===== config.mk =====
export PLATFORM = sky130hd
export DESIGN_NAME = outport
export DESIGN_NICKNAME = d
export VERILOG_FILES = /design/src/rtl/outport.sv
export SDC_FILE = /design/constraint.sdc
export NUM_CORES = 1
export LEC_CHECK = 0
export ABC_AREA = 1
export CAP_MARGIN = 5
export CORE_ASPECT_RATIO = 0.6
export CORE_MARGIN = 4
export CORE_UTILIZATION = 25
export CTS_CLUSTER_DIAMETER = 80
export CTS_CLUSTER_SIZE = 10
export DETAILED_ROUTE_END_ITERATION = 10
export PLACE_DENSITY_LB_ADDON = 0.12
export SYNTH_ARGS = -nofsm -noshare
export SYNTH_HDL_FRONTEND = slang
export SYNTH_SLANG_ARGS = --single-unit
export TNS_END_PERCENT = 50

===== constraint.sdc =====
create_clock -name clk -period 3 [get_ports clk]
set_input_delay 0.45 -clock clk [delete_from_list [all_inputs] [get_ports clk]]
set_output_delay 0.45 -clock clk [all_outputs]
set_load 0.05 [all_outputs]

===== src/rtl/outport.sv =====
// Return path of the MAC datapath: 28-bit unsigned fixed-point accumulator -> uint8 with
// mode-selected right shift, optional round-half-up (OUTPORT_ROUND_EN) and saturation.
module outport #(
    parameter int CNT_W = 16
) (
    input  logic             clk,
    input  logic             rst,
    input  logic             in_valid,
    output logic             in_ready,
    input  logic [27:0]      acc,
    input  logic [2:0]       outport_mode,
    output logic             out_valid,
    input  logic             out_ready,
    output logic [7:0]       int8,
    output logic             sat,
    output logic [CNT_W-1:0] sat_cnt,
    input  logic             sat_clr
);

    localparam int ACC_W = 28;
    localparam int SUM_W = 29;
    localparam int T_W   = 23;

    logic             en;
    logic [2:0]       s_p0;
    logic [SUM_W-1:0] sum_p0;
    logic [SUM_W-1:0] shifted_p0;
    logic [T_W-1:0]   t_p1;
    logic             vld_p1;

    function automatic logic [2:0] shift_sel(input logic [2:0] mode);
        logic [2:0] s;
        case (mode)
            3'd1, 3'd2, 3'd3, 3'd4, 3'd5: s = mode;
            default:                      s = 3'd6;
        endcase
        return s;
    endfunction

`ifdef OUTPORT_ROUND_EN
    function automatic logic [SUM_W-1:0] round_bias(input logic [2:0] s);
        return SUM_W'(1) << (s - 3'd1);
    endfunction
`endif

    // With s = 1 the shifted value can reach 28 bits; anything that does not fit the
    // 23-bit stage register is pinned to all-ones so it still saturates downstream.
    function automatic logic [T_W-1:0] clamp_t(input logic [SUM_W-1:0] v);
        return (|v[SUM_W-1:T_W]) ? {T_W{1'b1}} : v[T_W-1:0];
    endfunction

    function automatic logic is_sat(input logic [T_W-1:0] t);
        return t > T_W'(255);
    endfunction

    function automatic logic [7:0] sat_u8(input logic [T_W-1:0] t);
        return is_sat(t) ? 8'hFF : t[7:0];
    endfunction

    assign en       = !out_valid || out_ready;
    assign in_ready = en;

    assign s_p0 = shift_sel(outport_mode);
`ifdef OUTPORT_ROUND_EN
    assign sum_p0 = {1'b0, acc} + round_bias(s_p0);
`else
    assign sum_p0 = SUM_W'(acc);
`endif
    assign shifted_p0 = sum_p0 >> s_p0;

    // ---- stage 1: shifted value / stage 2: saturated result ----
    always_ff @(posedge clk) begin
        if (rst) begin
            vld_p1    <= 1'b0;
            t_p1      <= '0;
            out_valid <= 1'b0;
            int8      <= '0;
            sat       <= 1'b0;
        end else if (en) begin
            vld_p1 <= in_valid;
            if (in_valid) begin
                t_p1 <= clamp_t(shifted_p0);
            end
            out_valid <= vld_p1;
            int8      <= sat_u8(t_p1);
            sat       <= vld_p1 && is_sat(t_p1);
        end
    end

    // Clear wins over a same-cycle saturated transfer; the count sticks at all-ones.
    always_ff @(posedge clk) begin
        if (rst || sat_clr) begin
            sat_cnt <= '0;
        end else if (out_valid && out_ready && sat && !(&sat_cnt)) begin
            sat_cnt <= sat_cnt + CNT_W'(1);
        end
    end

endmodule


==> results of run 1 <==
## final cells by class
type | count | area, um2
multi-input combinational | 415 | 1990
clock buffer | 6 | 139
clock inverter | 1 | 30.0
inverter | 41 | 154
sequential | 50 | 1000
timing repair buffer | 73 | 701
fill | 1428 | 8750
tap | 170 | 213
## cells by family after synthesis
family          after synthesis
buf+inv                      69
flops                        50
fa+ha+maj                     1
simple gates                312
compound gates               95
xor+xnor                      7
## worst paths after layout
path	slack (ns)	endpoint	depth (start not counted)	from
max	0.75	t_p1[13]$_SDFFE_PP0P_	10	outport_mode[2]
min	0.47	vld_p1$_SDFFE_PP0N_	2	vld_p1$_SDFFE_PP0N_
max reg2reg	0.83	sat_cnt[3]$_SDFFE_PP0P_	10	sat_cnt[0]$_SDFFE_PP0P_
min reg2reg	0.47	vld_p1$_SDFFE_PP0N_	2	vld_p1$_SDFFE_PP0N_
## registers in the layout, indices dropped and copies added (netlist names)
| name | cells |
|---|---|
| vld_p1 | 1 |
| out_valid | 1 |
| sat_cnt | 16 |
| sat | 1 |
| t_p1 | 23 |
| int8 | 8 |
## power groups by stage
stage | clock, W | sequential [W] | combinational [W]
after CTS | 0.000684 | 0.000727 | 0.000443
after detailed placement | 0 | 0.000742 | 0.000441
final | 0.000660 | 0.000727 | 0.000442
after floorplan | 0 | 0.000770 | 0.000288
after global placement | 0 | 0.000742 | 0.000440
after global routing | 0.000710 | 0.000733 | 0.000493
## layer usage
metal  global-route usage, %  share of wire, %
met1                    19.5                54
met3                    3.03               6.3
met4                    1.98              0.40
met2                    17.0                39
met5                       0                 0
## cell usage in the layout (no fill, tap or decap)
cell             instances
o211ai_1                 4
nand2_1                151
nand2_4                  1
nor4_1                   4
buf_4                   12
clkbuf_16                5
nor3_2                   2
clkinv_1                 2
a21oi_1                 13
o21ai_1                 12
xor2_1                   4
o21ai_0                 42
a21o_1                   1
nand3_2                  3
nand3_1                 69
inv_2                    4
a21oi_2                 22
dfxtp_1                 50
clkdlybuf4s50_1         61
ha_1                     1
nand4_1                  2
clkbuf_8                 1
a21oi_4                  1
nor2_2                   1
nor3b_1                  1
nor3_1                   4
nor2_1                  70
nand2_2                  4
xnor2_1                  3
inv_1                   35
bufinv_16                1
## worst reg2reg max path: cells and delay by family (launching register included)
family,cells,cell delay [ns]
and+or+nand+nor,7,1.02
DFF,1,0.43
buffers and inverters,1,0.27
adders and majority gates,1,0.21
AOI/OAI and AO/OA,1,0.12
## through the flow
| stage | area (um2) | total power (W) | setup WS [ns] |
|---|---|---|---|
| 5_1_grt | 4230 | 0.00194 | 0.610 |
| 3_3_place_gp | 4060 | 0.00118 | 0.537 |
| 6_report | 4230 | 0.00183 | 0.753 |
| 3_5_place_dp | 4060 | 0.00118 | 0.473 |
| 4_1_cts | 4230 | 0.00185 | 0.788 |
| 2_1_floorplan | 3340 | 0.00106 | 1.01 |
==> impl_metrics.py, run 1 <==
metrics = {
    "clock_network": {
        "cts_hold_buf": 0,
        "htreeDepth": 2,
        "cts_buffers": 5,
        "cts_setup_buffers": 0,
        "cts_resized": 0,
        "clk_latency_ns": 0.29,
        "clk_pin_slew_ns": 0.06,
        "clock_path_buffers": 2,
        "cts_tree": "done",
        "root_buffer": "clkbuf_16",
        "cts_sinks": 50,
    },
    "worst_setup_path": {
        "critPathTopFamily": "buffers and inverters",
        "cp_data_arrival_time_ns": 2.41,
        "cp_slowest_stage_delay_ns": 0.55,
        "cp_slowest_cell": "clkdlybuf4s50_1",
        "worstSetupPathType": "in -> reg",
        "cp_max_fo": 25,
        "critPathLaunchType": "input port",
        "critPathBufInv": 4,
        "cp.required_ns": 3.16,
        "cp-end-kind": "flip-flop",
        "crit_chain": "clkdlybuf4s50_1 -> inv_2 -> a21oi_4 -> buf_4 -> nand3_1 -> nand3_1 -> nand3_2 -> nor2_2 -> buf_4 -> a21oi_1",
    },
    "logic_synthesis": {
        "async_flop_share_pct": 0,
        "synth_top_family_by_area": "simple AND/OR/NAND/NOR gates",
        "synth-simple-area-share_pct": 39.9,
        "synth_top_area_cell": "dfxtp_1",
        "synth_xor_area_share_pct": 1.84,
        "synth_area_leaders": "dfxtp_1 30%, nand2_1 17%, nand3_1 10%, nor2_1 7.9%, o21ai_0 6.3%",
        "ys_warn_count": 0,
        "synth_top_area_share_pct": 30.0,
        "ys_seq_elements": 50,
        "synth_cell_type_count": 30,
        "syn_area_um2": 3340,
        "synth-edff-count": 0,
        "synth-main-ff-cell": "dfxtp_1",
        "synth_common_cells": "151 x nand2_1, 70 x nor2_1, 69 x nand3_1, 50 x dfxtp_1, 42 x o21ai_0",
        "syn_inst": 534,
        "syn_avg_cell_area_um2": 6.26,
        "yosys.cell_count.top_type": "nand2_1",
        "synthMuxAreaShare_pct": 0,
        "yosys.area_share.adder_pct": 0.375,
        "yosysSeqAreaShare_pct": 30.0,
        "synth-compound-area-share_pct": 17.4,
        "syn-num-nets": 571,
    },
    "pwr": {
        "sw_frac_of_total_pct": 30.0,
        "power_frac_comb_pct": 24.1,
        "intPower_w": 0.00128,
        "total_leakage_power_nw": 1.73,
        "powerDensity_nw_per_um2": 433,
        "clkPwrFrac_pct": 36.1,
        "irDropWorstVdd_v": 0.000293,
        "power_frac_seq_pct": 39.8,
        "p_sw_w": 0.000549,
    },
    "detailed_routing": {
        "detail_route.wl_per_cell_um": 12.6,
        "drt_iter0_drc": 168,
        "drtAntennaViolNets": 0,
        "via_count": 3505,
        "first_pass_iters": 5,
        "routed_via_density": 4.64,
        "wirelength_um": 9530,
        "drt_drc_violations_left": 0,
    },
    "timing": {
        "hold_viol_final": 0,
        "tightest_slew_ns": 0.732,
        "timing.final.crit_share_pct": 74.9,
        "period_needed_ns": 2.25,
        "setup-tns-final_ns": 0,
        "skew_ns": 0.00681,
        "worst_hold_slack_ns": 0.469,
        "setup_violations": 0,
        "rsz0062_at_grt": "false",
        "slew_viol_final": 0,
        "slew_headroom_pct": 50.8,
        "max_freq_mhz": 445,
    },
    "floorplanning": {
        "initial_core_util_pct": 25.8,
        "dieArea_um2": 15300,
        "die_y_um": 97.5,
        "num_rows": 32,
        "coreArea_um2": 13000,
        "die_w_um": 157,
        "io_pins": 63,
    },
    "final_layout": {
        "fin_nets": 623,
        "drive_above_1_share_pct": 9.73,
        "area_growth_pct": 26.5,
        "fin_util_pct": 32.6,
        "n_antenna_cell": 0,
        "stdcell_count": 756,
    },
    "grt": {
        "grt_pass1_wl_um": 15800,
        "antenna_found_initial": 0,
        "grt.total_usage_pct": 12.4,
        "overflow": 0,
        "grt_pass1_vias": 3226,
        "grt_max_degree": 47,
    },
    "worst_hold_path": {
        "worstHoldPathType": "reg -> reg",
    },
    "placement": {
        "io_buffers": 62,
        "dp_cells": 749,
        "hpwl_um": 7380,
        "gp_congestion": 0.783,
    },
    "job": {
        "cap_violations": 0,
    },
    "outcome": {
        "status": "finished clean",
    },
}
(Power assumes the default switching activity.)
==> inputs of run 2 (changes only) <==
==> constraint.sdc (replaced) <==
create_clock -name clk -period 2.01 [get_ports clk]
set_input_delay 0.3015 -clock clk [delete_from_list [all_inputs] [get_ports clk]]
set_output_delay 0.3015 -clock clk [all_outputs]
set_load 0.05 [all_outputs]
==> impl_metrics.py, run 2 (synthesized netlist as in run 1, its figures left out) <==
metrics = {
    "clock_network": {
        "cts_hold_buf": 0,
        "htreeDepth": 2,
        "clk_pin_slew_ns": 0.06,
        "root_buffer": "clkbuf_16",
        "cts_sinks": 50,
        "clk_latency_ns": 0.29,
        "clock_path_buffers": 2,
        "cts_tree": "done",
        "cts_buffers": 5,
    },
    "worst_setup_path": {
        "critPathLaunchType": "input port",
        "cp-startpoint": "outport_mode[0]",
        "r2r_slack_ns": 0.31,
        "timing.rr.start": "sat_cnt[1]$_SDFFE_PP0P_",
        "cp_max_fo": 21,
        "reg2regPathDepth": 11,
        "timing.critical_path.to": "t_p1[4]$_SDFFE_PP0P_",
        "cp-end-kind": "flip-flop",
        "crit_cells": 10,
        "critPathTopFamily": "buffers and inverters",
        "worstSetupPathType": "in -> reg",
        "cp_slowest_stage_delay_ns": 0.47,
        "critPathBufInv": 3,
        "cpMostUsedCell": "nand3_1",
        "r2r-end": "sat_cnt[11]$_SDFFE_PP0P_",
        "cp_slowest_cell": "clkdlybuf4s50_1",
        "crit_chain": "clkdlybuf4s50_1 -> inv_1 -> a21o_1 -> nand2_1 -> nand3_1 -> nand3_1 -> nand3_2 -> nor2_2 -> buf_12 -> a21oi_2",
        "cp_data_arrival_time_ns": 2.06,
        "cp.required_ns": 2.19,
    },
    "grt": {
        "grt.total_usage_pct": 12.6,
        "overflow": 0,
        "grt_pass1_vias": 3275,
        "grt_max_degree": 43,
        "antenna_found_initial": 0,
        "grt_pass1_wl_um": 16000,
    },
    "detailed_routing": {
        "drt_iter0_drc": 264,
        "via_count": 3511,
        "drt_drc_violations_left": 0,
        "detail_route.wl_per_cell_um": 12.6,
        "first_pass_iters": 4,
        "routed_via_density": 4.54,
        "drtAntennaViolNets": 0,
        "wirelength_um": 9730,
    },
    "timing": {
        "rsz0062_at_grt": "false",
        "setup-tns-final_ns": 0,
        "layout_setup_ws_ns": 0.125,
        "max_freq_mhz": 531,
        "skew_ns": 0.00344,
        "slew_viol_final": 0,
        "setup_violations": 0,
        "period_needed_ns": 1.88,
        "timing.final.crit_share_pct": 93.8,
        "slew_headroom_pct": 65.3,
        "tightest_slew_ns": 0.519,
        "hold_viol_final": 0,
    },
    "final_layout": {
        "largestRegisters": "t_p1 (23), sat_cnt (16), int8 (8)",
        "fin_nets": 641,
        "mostFrequentLayoutCells": "150 x nand2_1, 70 x nor2_1, 69 x nand3_1, 61 x clkdlybuf4s50_1, 50 x dfxtp_1",
        "largest_reg_flops": 23,
        "layout_commonest_cell": "nand2_1",
        "largest-register": "t_p1",
        "fin_area_um2": 4420,
        "n_antenna_cell": 0,
        "area_growth_pct": 32.2,
        "drive_above_1_share_pct": 12.3,
    },
    "job": {
        "cap_violations": 0,
    },
    "floorplanning": {
        "io_pins": 63,
        "initial_core_util_pct": 25.8,
        "dieArea_um2": 15300,
        "num_rows": 32,
        "die_y_um": 97.5,
        "die_w_um": 157,
        "coreArea_um2": 13000,
    },
    "pwr": {
        "powerDensity_nw_per_um2": 592,
        "sw_frac_of_total_pct": 31.3,
        "power_frac_comb_pct": 27.4,
        "clkPwrFrac_pct": 31.1,
        "p_sw_w": 0.000817,
        "power_frac_seq_pct": 41.5,
        "power_w": 0.00261,
        "intPower_w": 0.00180,
        "total_leakage_power_nw": 1.83,
        "irDropWorstVdd_v": 0.000276,
    },
    "placement": {
        "hpwl_um": 7720,
        "place_ws_ns": -0.162,
        "dpl_cell_area_um2": 4280,
        "gp_congestion": 0.801,
        "io_buffers": 62,
    },
    "outcome": {
        "status": "finished clean",
    },
    "worst_hold_path": {
        "worstHoldPathType": "reg -> reg",
    },
}
-- run 2: changes by cell type in the layout (fill, tap and decap cells not counted) --
cell       delta
nand2_2       +1
clkbuf_8      -1
inv_2         -1
buf_12        +7
nand2_1       -1
clkinv_2      +1
clkbuf_1      +2
buf_4        +11
bufinv_16     -1
-- run 2: worst min path at each step --
stage / start / endpoint / slack [ns] / cells after the start
after detailed placement: vld_p1$_SDFFE_PP0N_ / vld_p1$_SDFFE_PP0N_ / 0.47 / 2
after global routing: vld_p1$_SDFFE_PP0N_ / vld_p1$_SDFFE_PP0N_ / 0.51 / 2
after floorplan: rst / vld_p1$_SDFFE_PP0N_ / 0.37 / 1
final: vld_p1$_SDFFE_PP0N_ / vld_p1$_SDFFE_PP0N_ / 0.47 / 2
after global placement: vld_p1$_SDFFE_PP0N_ / vld_p1$_SDFFE_PP0N_ / 0.45 / 2
after CTS: vld_p1$_SDFFE_PP0N_ / vld_p1$_SDFFE_PP0N_ / 0.48 / 2
-- run 2: final cells by class --
cell class | instances | area, um2
flip-flops and latches | 50 | 1000
inverters | 41 | 155
repair buffers | 91 | 923
well taps | 170 | 213
multi-input cells | 415 | 1990
fillers | 1434 | 8560
clock buffers | 7 | 133
-- run 2: power groups by stage --
stage | registers, W | logic (W) | clock network, W
finish | 0.00108 | 0.000716 | 0.000811
global route | 0.00109 | 0.000796 | 0.000887
CTS | 0.00108 | 0.000722 | 0.000848
detailed placement | 0.00111 | 0.000718 | 0
global placement | 0.00111 | 0.000710 | 0
floorplan | 0.00115 | 0.000430 | 0
-- run 2: worst reg2reg max path, delay by kind of cell (launching register included) --
family        cells  cell delay (ns)
flops             1             0.34
buf+inv           1             0.15
fa+ha+maj         1             0.18
simple gates      9             0.91
-- run 2: layer usage --
metal / track usage, % / wire [um] / vias to the layer above
met1: 20.5 / 5630 / 1557
met2: 16.7 / 3690 / 65
met3: 2.40 / 364 / 6
met5: 0 / 0 / -
li1: - / - / 1883
met4: 2.71 / 46 / 0
-- run 2: stage by stage --
stage                     hold WS (ns)  instances  util [%]
after floorplan                  0.371        534         -
after global placement           0.455        767      33.0
after detailed placement         0.471        767      33.0
after CTS                        0.480        774      34.0
after global routing             0.509        774      34.0
final                            0.474        774      34.0
-- run 2: timing repair --
item | in CTS | in global routing
setup buffers | 0 | 0
gates resized for setup | 0 | 2
setup endpoints to repair | 0 | 3
==> inputs of run 3 (changes only) <==
--- a/config.mk
+++ b/config.mk
@@ -14,6 +14,7 @@
 export CTS_CLUSTER_SIZE = 10
 export DETAILED_ROUTE_END_ITERATION = 10
 export PLACE_DENSITY_LB_ADDON = 0.12
+export SLEW_MARGIN = 20
 export SYNTH_ARGS = -nofsm -noshare
 export SYNTH_HDL_FRONTEND = slang
 export SYNTH_SLANG_ARGS = --single-unit
==> results of run 3 <==
The final DEF is identical to that of run 2; final timing and power are the same.
